`src/rtl/sd_lane_deserializer.sv`:
```
// Multi-lane serial frame receiver: start bit, framesize data bits per lane, optional CRC16, end bit.
// Optional per-lane CRC16 check is built when macro SD_DESER_CRC16_EN is defined.
module sd_lane_deserializer #(
  parameter int BITS         = 32,
  parameter int BITS_COUNTER = 8,
  parameter int LANES        = 4
) (
  input  logic                    clk,
  input  logic                    reset,
  input  logic                    enable,
  input  logic                    start,
  input  logic                    wide,
  input  logic [BITS_COUNTER-1:0] framesize,
  input  logic [LANES-1:0]        in,
  output logic [BITS-1:0]         out,
  output logic                    out_valid,
  input  logic                    out_ready,
  output logic                    busy,
  output logic                    frame_err,
  output logic                    crc_err
);

`ifdef SD_DESER_CRC16_EN
  typedef enum logic [2:0] {
    IDLE = 3'd0, WAIT_START = 3'd1, DATA = 3'd2, CRC = 3'd3, END = 3'd4, DONE = 3'd5
  } state_t;
  localparam state_t AFTER_DATA = CRC;
`else
  typedef enum logic [2:0] {
    IDLE = 3'd0, WAIT_START = 3'd1, DATA = 3'd2, END = 3'd3, DONE = 3'd4
  } state_t;
  localparam state_t AFTER_DATA = END;
`endif

  state_t                  state;
  logic                    wide_r;
  logic [BITS_COUNTER-1:0] fs_r;
  logic [BITS_COUNTER-1:0] counter;
  logic [BITS_COUNTER-1:0] counter_next;
  logic [LANES-1:0]        active;
  logic [BITS-1:0]         shifted;

  // Active-lane mask, next counter value and next shift-register contents
  always_comb begin
    active       = wide_r ? {LANES{1'b1}} : LANES'(1);
    counter_next = counter + BITS_COUNTER'(1);
    if (wide_r) begin
      shifted = {out[BITS-LANES-1:0], in};
    end else begin
      shifted = {out[BITS-2:0], in[0]};
    end
  end

`ifdef SD_DESER_CRC16_EN
  logic [15:0] crc [LANES];
  logic [3:0]  crc_cnt;
  logic        crc_mis;

  function automatic logic [15:0] crc16_step(input logic [15:0] c, input logic b);
    return {c[14:0], 1'b0} ^ ((c[15] ^ b) ? 16'h1021 : 16'h0000);
  endfunction

  // Any active lane whose received CRC bit disagrees with its computed MSB
  always_comb begin
    crc_mis = 1'b0;
    for (int l = 0; l < LANES; l++) begin
      if (active[l] && (in[l] != crc[l][15])) begin
        crc_mis = 1'b1;
      end else begin
        crc_mis = crc_mis;
      end
    end
  end

  // Per-lane CRC accumulation over data, then MSB-first comparison against the received CRC
  always_ff @(posedge clk) begin
    if (reset) begin
      for (int l = 0; l < LANES; l++) crc[l] <= 16'h0000;
      crc_cnt <= 4'd0;
      crc_err <= 1'b0;
    end else if (state == IDLE && start) begin
      for (int l = 0; l < LANES; l++) crc[l] <= 16'h0000;
      crc_cnt <= 4'd0;
      crc_err <= 1'b0;
    end else if (enable && state == DATA) begin
      for (int l = 0; l < LANES; l++) crc[l] <= crc16_step(crc[l], in[l]);
    end else if (enable && state == CRC) begin
      for (int l = 0; l < LANES; l++) crc[l] <= {crc[l][14:0], 1'b0};
      crc_cnt <= crc_cnt + 4'd1;
      if (crc_mis) crc_err <= 1'b1;
    end
  end
`else
  assign crc_err = 1'b0;
`endif

  // Frame sequencer with registered out/out_valid/busy/frame_err
  always_ff @(posedge clk) begin
    if (reset) begin
      state     <= IDLE;
      wide_r    <= 1'b0;
      fs_r      <= '0;
      counter   <= '0;
      out       <= '0;
      out_valid <= 1'b0;
      busy      <= 1'b0;
      frame_err <= 1'b0;
    end else begin
      case (state)
        IDLE: begin
          if (start) begin
            wide_r    <= wide;
            fs_r      <= framesize;
            counter   <= '0;
            out       <= '0;
            frame_err <= 1'b0;
            busy      <= 1'b1;
            state     <= WAIT_START;
          end
        end
        WAIT_START: begin
          if (enable && ((in & active) == '0)) begin
            state <= (fs_r == '0) ? AFTER_DATA : DATA;
          end
        end
        DATA: begin
          if (enable) begin
            out     <= shifted;
            counter <= counter_next;
            if (counter_next == fs_r) state <= AFTER_DATA;
          end
        end
`ifdef SD_DESER_CRC16_EN
        CRC: begin
          if (enable && crc_cnt == 4'd15) state <= END;
        end
`endif
        END: begin
          if (enable) begin
            frame_err <= ((in & active) != active);
            out_valid <= 1'b1;
            state     <= DONE;
          end
        end
        DONE: begin
          // Handshake deliberately ignores enable
          if (out_ready) begin
            out_valid <= 1'b0;
            busy      <= 1'b0;
            state     <= IDLE;
          end
        end
        default: begin
          state     <= IDLE;
          out_valid <= 1'b0;
          busy      <= 1'b0;
        end
      endcase
    end
  end

endmodule
```
`config.mk`:
```
export PLATFORM = sky130hd
export DESIGN_NAME = sd_lane_deserializer
export DESIGN_NICKNAME = d
export VERILOG_FILES = /design/src/rtl/sd_lane_deserializer.sv
export SDC_FILE = /design/constraint.sdc
export NUM_CORES = 1
export LEC_CHECK = 0
export ABC_AREA = 0
export BUFFER_PORTS_ARGS = -buffer_cell sky130_fd_sc_hd__buf_2
export CAP_MARGIN = 20
export CORE_MARGIN = 5
export CORE_UTILIZATION = 25
export DETAILED_ROUTE_END_ITERATION = 10
export GPL_TIMING_DRIVEN = 0
export PLACE_DENSITY_LB_ADDON = 0.2
export SETUP_SLACK_MARGIN = 0.2
export SLEW_MARGIN = 5
export SYNTH_ARGS = -nofsm -noshare
export SYNTH_HDL_FRONTEND = slang
export SYNTH_SLANG_ARGS = --single-unit
```
`constraint.sdc`:
```
create_clock -name clk -period 3.7 [get_ports clk]
set_input_delay 0.555 -clock clk [delete_from_list [all_inputs] [get_ports clk]]
set_output_delay 0.555 -clock clk [all_outputs]
set_load 0.02 [all_outputs]
```
==> qor.yml, run 1 <==
vias: 2570
grt_pass1_wl_um: 12800
fin_cells: 540
status: "finished clean"
cts_setup_buffers: 0
r2r_slack_ns: 1.70
grt_pass1_vias: 2640
drc: 0
rsz0062_at_grt: "false"
cp.required_ns: 3.89
syn_to_final_growth_pct: 19.7
place_congestion: 0.804
p_leak_nw: 1.22
path_max_fanout: 10
yosysTopAreaCellShare: 0.404
synth.most_common_cell: "nor2_1"
dp_cells: 533
yosys.area.top_type: "dfxtp_1"
dieArea_um2: 13100
core_um2: 10700
netlist_area_um2: 2720
nets: 419
synth_nets: 361
regArea_um2: 1100
cap_viol_max_count: 0
setup_tns_ns: 0
clk_pin_slew_ns: 0.10
rows: 38
port_buffers: 51
dp_hpwl_um: 5650
track_usage: 0.119
netlist_instances: 342
path_cells: "clkbuf_1 -> nor2_1 -> nand3_1 -> buf_2 -> buf_1 -> nor2_1 -> a31oi_1 -> nor2_1"
ys_types: 40
numCtsBuffers: 5
worstMarginPinSlew_ns: 0.757
drive_gt1_frac: 0.168
io_pins: 54
start_util: 0.253
fmax_mhz: 501
slowest_stage: "buf_1"
power_density_nw_per_um2: 491
post_cts_resized: 0
synth_edf_count: 0
grt_max_degree: 17
ant_nets: 0
cts_hold_buffers: 0
synth_seq_cells: 55
ys_seq_area_frac: 0.404
cts-root-buf: "clkbuf_8"
cp_common_cell: "nor2_1"
relSlewSlack: 0.496
yosys_warnings: 0
htree_levels: 2
synth_common_cells: "nor2_1 (79), dfxtp_1 (55), a31oi_1 (32)"
antenna_found_initial: 0
drv_slew: 0
critical_path_class: "reg2reg"
wl_per_cell_um: 14.3
finalSetupViolCount: 0
hold_path_class: "in2reg"
num_antenna_cells: 0
end_kind: "register"
crit_path_start_kind: "register"
synth_ff_type: "dfxtp_1"
cts.sinks: 55
tritoncts: "yes"
num-fill-cells: 1234
hold_viol: 0
synth_area_leaders: "dfxtp_1 (40%), mux2i_1 (11%), nor2_1 (11%)"
synth_area_per_cell_um2: 7.96
first_pass_iters: 4
routed_wl_um: 7720
grt_overflow: 0
peakVddDrop_uv: 188
clockBufferDepth: 2
cp_slowest_stage_delay_ns: 0.42
drtIter0Drc: 137
min_period_over_period: 0.540
finClkSkew_ns: 0.0133
vias_per_cell: 4.76
die_h_um: 114
worst_skew_pair.late_latency_ns: 0.31
die_x_um: 114
ys_async_sr_fraction: 0
arrival_ns: 2.19
multiInputGateArea_um2: 1490
layout_min_cycle_time_ns: 2.00
-- state kept, by name, indices dropped and copies added (netlist names) --
signal and count:
wide_r 1, counter 8, out_valid 1, fs_r 8, state 3, busy 1, out 32, frame_err 1
-- per-stage QoR --
| stage | setup slack (ns) | hold slack (ns) | util | total power (W) | cell area [um2] |
|---|---|---|---|---|---|
| 4_1_cts | 1.67 | 0.460 | 0.303 | 0.00162 | 3260 |
| 2_1_floorplan | 1.86 | 0.461 | - | 0.00107 | 2720 |
| 5_1_grt | 1.47 | 0.471 | 0.303 | 0.00170 | 3260 |
| 3_5_place_dp | 1.53 | 0.483 | 0.294 | 0.00121 | 3150 |
| 6_report | 1.70 | 0.463 | 0.303 | 0.00160 | 3260 |
| 3_3_place_gp | 1.52 | 0.481 | 0.294 | 0.00121 | 3150 |
-- cell usage in the layout (no fill, tap or decap), drive strengths merged, types with 3 or more instances in the layout --
cell type / count
xor2: 4
o21ai: 6
nor2: 80
nor3: 3
a21oi: 27
nand2: 27
nand3: 12
clkbuf: 21
xnor2: 7
mux2i: 31
buf: 63
dfxtp: 55
a31oi: 32
-- worst max-delay path, delay by kind of cell, from the launching register on --
kind                   cells  cell delay, ns
buffers and inverters      3            0.97
flip-flops                 1            0.32
AND/OR/NAND/NOR            4            0.41
AO/OA/AOI/OAI              1            0.16
-- worst paths after layout --
path | startpoint | to | cells past startpoint
min reg2reg | fs_r[2]$_SDFFE_PP0P_ | fs_r[2]$_SDFFE_PP0P_ | 2
max reg2reg | state[2]$_SDFFE_PP0P_ | out[7]$_SDFFE_PP0P_ | 8
max | state[2]$_SDFFE_PP0P_ | out[7]$_SDFFE_PP0P_ | 8
min | in[0] | frame_err$_SDFFE_PP0P_ | 2
-- where the power goes --
part / total (W) / internal [W] / switching [W]
combinational: 0.000533 / 0.000192 / 0.000341
clock: 0.000406 / 0.000198 / 0.000208
sequential: 0.000661 / 0.000630 / 0.0000310
total: 0.00160 / 0.00102 / 0.000580
-- final cells by class --
type                       count  share of cell area
clock inverter                 2              0.0115
clock buffer                   5              0.0211
tap                          140              0.0537
buffer                        28              0.0388
inverter                       2             0.00230
multi-input combinational    257               0.457
sequential                    55               0.338
timing repair buffer          51              0.0783
-- logic make-up (layout without fill, tap and decap cells) --
logic type      Yosys count  after routing  synth area share
xor+xnor                 12             12            0.0436
mux                      31             31             0.114
buf+inv                  30             88            0.0492
flops                    55             55             0.404
fa+ha+maj                 1              1           0.00459
compound gates           74             74             0.166
simple gates            138            138             0.217
other cells               1              1           0.00138
-- per-layer routing --
layer	GRT usage	up-vias	share of wire
met4	0.0293	0	0.015
met2	0.194	46	0.46
met5	0	-	0
met3	0.0280	12	0.040
li1	-	1296	-
met1	0.158	1216	0.49
Note: power is estimated with default switching activity, not from simulation.
==> inputs of run 2 (changes only) <==
--- a/config.mk
+++ b/config.mk
@@ -5,7 +5,7 @@
 export SDC_FILE = /design/constraint.sdc
 export NUM_CORES = 1
 export LEC_CHECK = 0
-export ABC_AREA = 0
+export ABC_AREA = 1
 export BUFFER_PORTS_ARGS = -buffer_cell sky130_fd_sc_hd__buf_2
 export CAP_MARGIN = 20
 export CORE_MARGIN = 5
==> constraint.sdc (replaced) <==
create_clock -name clk -period 1.6 [get_ports clk]
set_input_delay 0.24 -clock clk [delete_from_list [all_inputs] [get_ports clk]]
set_output_delay 0.24 -clock clk [all_outputs]
set_load 0.02 [all_outputs]
==> run 2 against run 1 <==
- setup slack lost 1.7 ns
- largest cell class unchanged
- clock-buffer cell count is 3 higher
- synthesized area rose by 2.4%
- clock power grew 110%
- synthesized cell count rose by 26%
- highest routed layer unchanged
- sequential power increased by 140%
- non-clock buffer count stayed put
- critical path depth is 3 higher
- die area grew 2.2%
==> qor.yml, run 2 <==
status: "finished clean"
yosys.area.top_type: "dfxtp_1"
synth_nets: 451
crit_path_start_kind: "register"
cts.sinks: 55
yosysTopAreaCellShare: 0.395
io_pins: 54
cap_viol_max_count: 0
dp_hpwl_um: 6250
grt_use_met1: 0.173
gr-usage-met2: 0.218
track_usage: 0.130
final_util: 0.317
layout_min_cycle_time_ns: 1.58
drc: 0
netlist_instances: 432
top_regs: "out: 32 flops, counter: 8 flops, fs_r: 8 flops"
synth_seq_cells: 55
finClkSkew_ns: 0.00928
cp_slowest_stage_delay_ns: 0.36
cp_num_buf_inv: 1
drtIter0Drc: 103
cts-root-buf: "clkbuf_8"
num_antenna_cells: 0
setup_tns_ns: 0
worstMarginPinSlew_ns: 0.546
ys_types: 26
synth_ff_type: "dfxtp_1"
rows: 38
grt_max_degree: 16
synth_edf_count: 0
die_h_um: 116
grt_use_met3: 0.0245
mostFrequentLayoutCells: "nand2_1 (153), buf_2 (55), a21oi_1 (54), dfxtp_1 (50), inv_1 (41)"
vias: 2886
numCtsBuffers: 5
dp_slack_ns: -0.0554
nets: 512
critical_path_class: "reg2reg"
hold_path_class: "in2reg"
synth_common_cells: "nand2_1 (157), dfxtp_1 (55), a21oi_1 (54)"
antenna_found_initial: 0
ys_async_sr_fraction: 0
htree_levels: 2
grt_pass1_wl_um: 14000
wl_per_cell_um: 13.3
drive_gt1_frac: 0.211
grt_pass1_vias: 2836
relSlewSlack: 0.636
critPathTopFamily: "simple AND/OR/NAND/NOR gates"
ant_nets: 0
worst_skew_pair.late_latency_ns: 0.31
first_pass_iters: 4
end_kind: "register"
cts_hold_buffers: 0
yosys_warnings: 0
drv_slew: 0
setup_ws_ns: 0.0153
cp_common_cell: "nand2_1"
dieArea_um2: 13400
synth_area_leaders: "dfxtp_1 (39%), nand2_1 (21%), a21oi_1 (9.7%)"
path_cells: "ha_4 -> xnor2_2 -> nand2_1 -> nor2_2 -> nand2_1 -> nor2_2 -> nand3_1 -> nand2_1 -> nand2_2 -> o21ai_2 -> inv_1"
start_util: 0.256
routed_wl_um: 8440
place_congestion: 0.855
synth_area_per_cell_um2: 6.46
fmax_mhz: 631
peakVddDrop_uv: 393
finalSetupViolCount: 0
grt_overflow: 0
netlist_area_um2: 2790
slowest_stage: "dfxtp_4"
power_density_nw_per_um2: 1110
min_period_over_period: 0.990
port_buffers: 51
synth.most_common_cell: "nand2_1"
final_common_cell: "nand2_1"
path_max_fanout: 3
die_x_um: 116
clk_pin_slew_ns: 0.10
rsz0062_at_grt: "true"
clockBufferDepth: 2
ys_seq_area_frac: 0.395
hold_viol: 0
gr-max-usage-layer: "met2"
syn_to_final_growth_pct: 23.7
core_um2: 10900
arrival_ns: 1.80
cp.required_ns: 1.82
p_leak_nw: 1.41
largest_register_ffs: 32
vias_per_cell: 4.55
top_register: "out"
tritoncts: "yes"
[run 2: cell count changes in the layout (fill, tap and decap cells not counted), sizes merged, moves of 4 or more]
cell,delta
o21ai,+37
nand3,+5
inv,+41
nand4,+7
a21oi,+27
xnor2,-6
nor2,-61
a31oi,-32
nand2,+132
buf,+4
mux2i,-31
[run 2: path summary, 6_finish.rpt]
check	start	end	slack, ns	cells after the start
hold reg to reg	out_valid$_SDFFE_PP0P_	out_valid$_SDFFE_PP0P_	0.47	2
hold / removal	framesize[5]	fs_r[5]$_SDFFE_PP0P_	0.21	3
setup reg to reg	counter[1]$_SDFFE_PP0P_	state[1]$_SDFFE_PP0P_	0.02	11
setup / recovery	counter[1]$_SDFFE_PP0P_	state[1]$_SDFFE_PP0P_	0.02	11
[run 2: per-layer routing]
metal / vias to the layer above / routed length (um) / part of all wire
li1: 1497 / - / -
met1: 1342 / 4060 / 0.48
met4: 0 / 62 / 0.0074
met3: 4 / 310 / 0.037
met5: - / 0 / 0
met2: 43 / 4000 / 0.47
[run 2: kinds of logic (layout without fill, tap and decap cells)]
kind of cell / Yosys count / count (layout) / synth area share
AND/OR/NAND/NOR: 205 / 205 / 0.299
AO/OA/AOI/OAI: 98 / 98 / 0.177
buffers and inverters: 68 / 130 / 0.106
flip-flops: 55 / 55 / 0.395
XOR/XNOR: 4 / 4 / 0.0175
adder cells (fa/ha/maj): 1 / 1 / 0.00449
other: 1 / 1 / 0.00134
[run 2: layout make-up]
cell class | count | area, um2
fillers | 1228 | 7440
repair buffers | 54 | 278
well taps | 140 | 175
flip-flops and latches | 55 | 1110
multi-input cells | 309 | 1470
plain buffers | 25 | 158
clock buffers | 8 | 100
inverters | 43 | 161
[run 2: through the flow]
step	total power, W	instance area, um2	hold slack [ns]	cells
final	0.00383	3450	0.210	634
after detailed placement	0.00288	3240	0.462	623
after global placement	0.00288	3240	0.453	623
after floorplan	0.00249	2810	0.388	432
after global routing	0.00410	3450	0.211	634
after CTS	0.00382	3390	0.201	634
[run 2: what timing repair did]
action | CTS | global route
endpoints found under the hold margin | 0 | 0
pin swaps | 1 | 2
setup buffers | 3 | 0
endpoints found under the setup margin | 53 | 50
gates resized for setup | 15 | 20
gates cloned | 0 | 0
[run 2: worst register-to-register path: stages (launching register included)]
cell and delay [ns]:
dfxtp_4 0.36, ha_4 0.28, xnor2_2 0.10, nand2_1 0.08, nor2_2 0.12, nand2_1 0.07
nor2_2 0.09, nand3_1 0.08, nand2_1 0.08, nand2_2 0.07, o21ai_2 0.13, inv_1 0.04
[run 2: power by group]
group	switching, W	internal [W]	total (W)
Sequential	0.000106	0.00149	0.00160
Combinational	0.000895	0.000469	0.00136
Clock	0.000467	0.000397	0.000865
==> inputs of run 3 (changes only) <==
--- a/config.mk
+++ b/config.mk
@@ -5,11 +5,11 @@
 export SDC_FILE = /design/constraint.sdc
 export NUM_CORES = 1
 export LEC_CHECK = 0
-export ABC_AREA = 1
+export ABC_AREA = 0
 export BUFFER_PORTS_ARGS = -buffer_cell sky130_fd_sc_hd__buf_2
 export CAP_MARGIN = 20
 export CORE_MARGIN = 5
-export CORE_UTILIZATION = 25
+export CORE_UTILIZATION = 40
 export DETAILED_ROUTE_END_ITERATION = 10
 export GPL_TIMING_DRIVEN = 0
 export PLACE_DENSITY_LB_ADDON = 0.2
==> run 3 against run 2 <==
- the run now ends with setup timing left
- critical endpoint is now state[0]$_SDFFE_PP0P_
- critical path type unchanged
- hold slack got worse by 0.058 ns
- largest power group is now combinational cells
- critical path depth decreased by 5
- sequential share of layout area decreased by 4.5 points
==> qor.yml, run 3 (same netlist as run 1, synthesis figures left out) <==
rsz0062_at_grt: "true"
routed.top_layer: "met4"
rows: 30
mostFrequentLayoutCells: "nor2_1 (68), buf_2 (53), dfxtp_1 (51), mux2i_1 (31), a31oi_4 (20)"
drc: 0
die_h_um: 92.5
die_x_um: 92.5
violations: "setup timing"
clockBufferDepth: 2
fmax_mhz: 563
top_register: "out"
cp.required_ns: 1.83
grt_overflow: 0
num-fill-cells: 576
antenna_found_initial: 0
routed_wl_um: 8170
ant_nets: 0
wl_per_cell_um: 16.5
cap_viol_max_count: 0
total_power_w: 0.00475
grt_pass1_wl_um: 12400
finClkSkew_ns: 0.00737
dp_hpwl_um: 5000
top_regs: "out: 32 flops, counter: 8 flops, fs_r: 8 flops"
numCtsBuffers: 5
grt_pass1_vias: 2535
clockPowerShare: 0.171
drt-met1-wl_um: 3770
num_antenna_cells: 0
path_cells: "buf_6 -> or3b_4 -> a22o_4 -> a221o_1 -> a21o_1 -> a211oi_2"
place_congestion: 0.815
route.met2.wl_um: 3850
layout_min_cycle_time_ns: 1.78
first_pass_iters: 4
reg2reg_depth: 6
hold_path_class: "in2reg"
whs_ns: 0.152
p_sw_w: 0.00180
vias_per_cell: 5.54
core_um2: 6720
clk_pin_slew_ns: 0.10
p_leak_nw: 1.50
setup_ws_ns: -0.175
endpoint: "state[0]$_SDFFE_PP0P_"
drv_slew: 0
slowest_stage: "or3b_4"
drive_gt1_frac: 0.404
htree_levels: 2
arrival_ns: 2.01
seq_power_share: 0.326
min_period_over_period: 1.11
r2r_end: "state[0]$_SDFFE_PP0P_"
cts.sinks: 55
cts_hold_buffers: 0
relSlewSlack: 0.602
nets: 435
start_util: 0.405
largest_register_ffs: 32
wl_met3_um: 403
end_kind: "register"
grt_max_degree: 16
worst_skew_pair.late_latency_ns: 0.31
critPathLaunch: "state[0]$_SDFFE_PP0P_"
drtIter0Drc: 226
worstMarginPinSlew_ns: 0.597
syn_to_final_growth_pct: 46.7
cp_num_buf_inv: 1
tritoncts: "yes"
cp_num_cells: 6
finalSetupViolCount: 49
cts-root-buf: "clkbuf_8"
critical_path_class: "reg2reg"
r2r-start: "state[0]$_SDFFE_PP0P_"
status: "finished, violations left"
setup_tns_ns: -2.73
p_int_w: 0.00295
power_density_nw_per_um2: 1190
final_common_cell: "nor2_1"
port_buffers: 51
swShare: 0.379
vias: 2750
track_usage: 0.178
cp_slowest_stage_delay_ns: 0.40
r2r_slack_ns: -0.18
io_pins: 54
hold_viol: 0
critPathTopFamily: "compound AO/OA/AOI/OAI gates"
dieArea_um2: 8560
peakVddDrop_uv: 460
path_max_fanout: 3
comb_power_share: 0.503
dp_slack_ns: -0.349
crit_path_start_kind: "register"
## run 3: changes by cell type in the layout (fill, tap and decap cells not counted), moves of 12 or more
cell,change
a21oi_1,-38
inv_1,-39
nand2_1,-140
a31oi_4,+20
o21ai_0,-40
a31oi_1,+12
mux2i_1,+31
nor2_1,+56
## run 3: stage by stage
step                cells  cell area [um2]  utilization
floorplan             342             2760            -
global placement      473             3120        0.464
detailed placement    473             3120        0.464
CTS                   494             3600        0.536
global route          496             4000        0.595
finish                496             4000        0.595
## run 3: worst min path at each step
stage                               startpoint                endpoint  slack (ns)  cells after the start
after global placement    fs_r[2]$_SDFFE_PP0P_    fs_r[2]$_SDFFE_PP0P_        0.48                      2
final                             framesize[5]    fs_r[5]$_SDFFE_PP0P_        0.15                      3
after global routing              framesize[7]    fs_r[7]$_SDFFE_PP0P_        0.16                      3
after detailed placement  fs_r[2]$_SDFFE_PP0P_    fs_r[2]$_SDFFE_PP0P_        0.48                      2
after CTS                                in[0]  frame_err$_SDFFE_PP0P_        0.15                      2
after floorplan                          in[0]  frame_err$_SDFFE_PP0P_        0.35                      1
## run 3: power groups by stage
stage | logic (W) | registers, W | clock network, W
2_1_floorplan | 0.000999 | 0.00156 | 0
3_3_place_gp | 0.00130 | 0.00156 | 0
3_5_place_dp | 0.00130 | 0.00156 | 0
4_1_cts | 0.00207 | 0.00155 | 0.000811
5_1_grt | 0.00254 | 0.00156 | 0.000861
6_report | 0.00239 | 0.00155 | 0.000811
## run 3: repair_timing
action / in CTS / in global routing
pin swaps: 53 / 13
buffers inserted: 8 / 1
endpoints found under the hold margin: 0 / 0
cloned: 6 / 1
gates resized for setup: 73 / 61
endpoints found under the setup margin: 52 / 52
## run 3: worst register-to-register path, cell delays in order, from the launching register on
cell      delay [ns]
dfxtp_2         0.33
buf_6           0.11
or3b_4          0.41
a22o_4          0.24
a221o_1         0.32
a21o_1          0.17
a211oi_2        0.14
## run 3: layout make-up
type,instances,area [um2],area share
multi-input cells,257,1970,0.494
flip-flops and latches,55,1110,0.277
repair buffers,67,459,0.115
plain buffers,28,259,0.0648
well taps,80,100,0.0251
clock buffers,6,82.6,0.0207
inverters,2,7.51,0.00188
clock inverters,1,5.00,0.00125
## run 3: layer usage
metal | vias up | global-route usage
met1 | 1318 | 0.252
met3 | 14 | 0.0309
met5 | - | 0
met4 | 0 | 0.0718
met2 | 87 | 0.266
li1 | 1331 | -
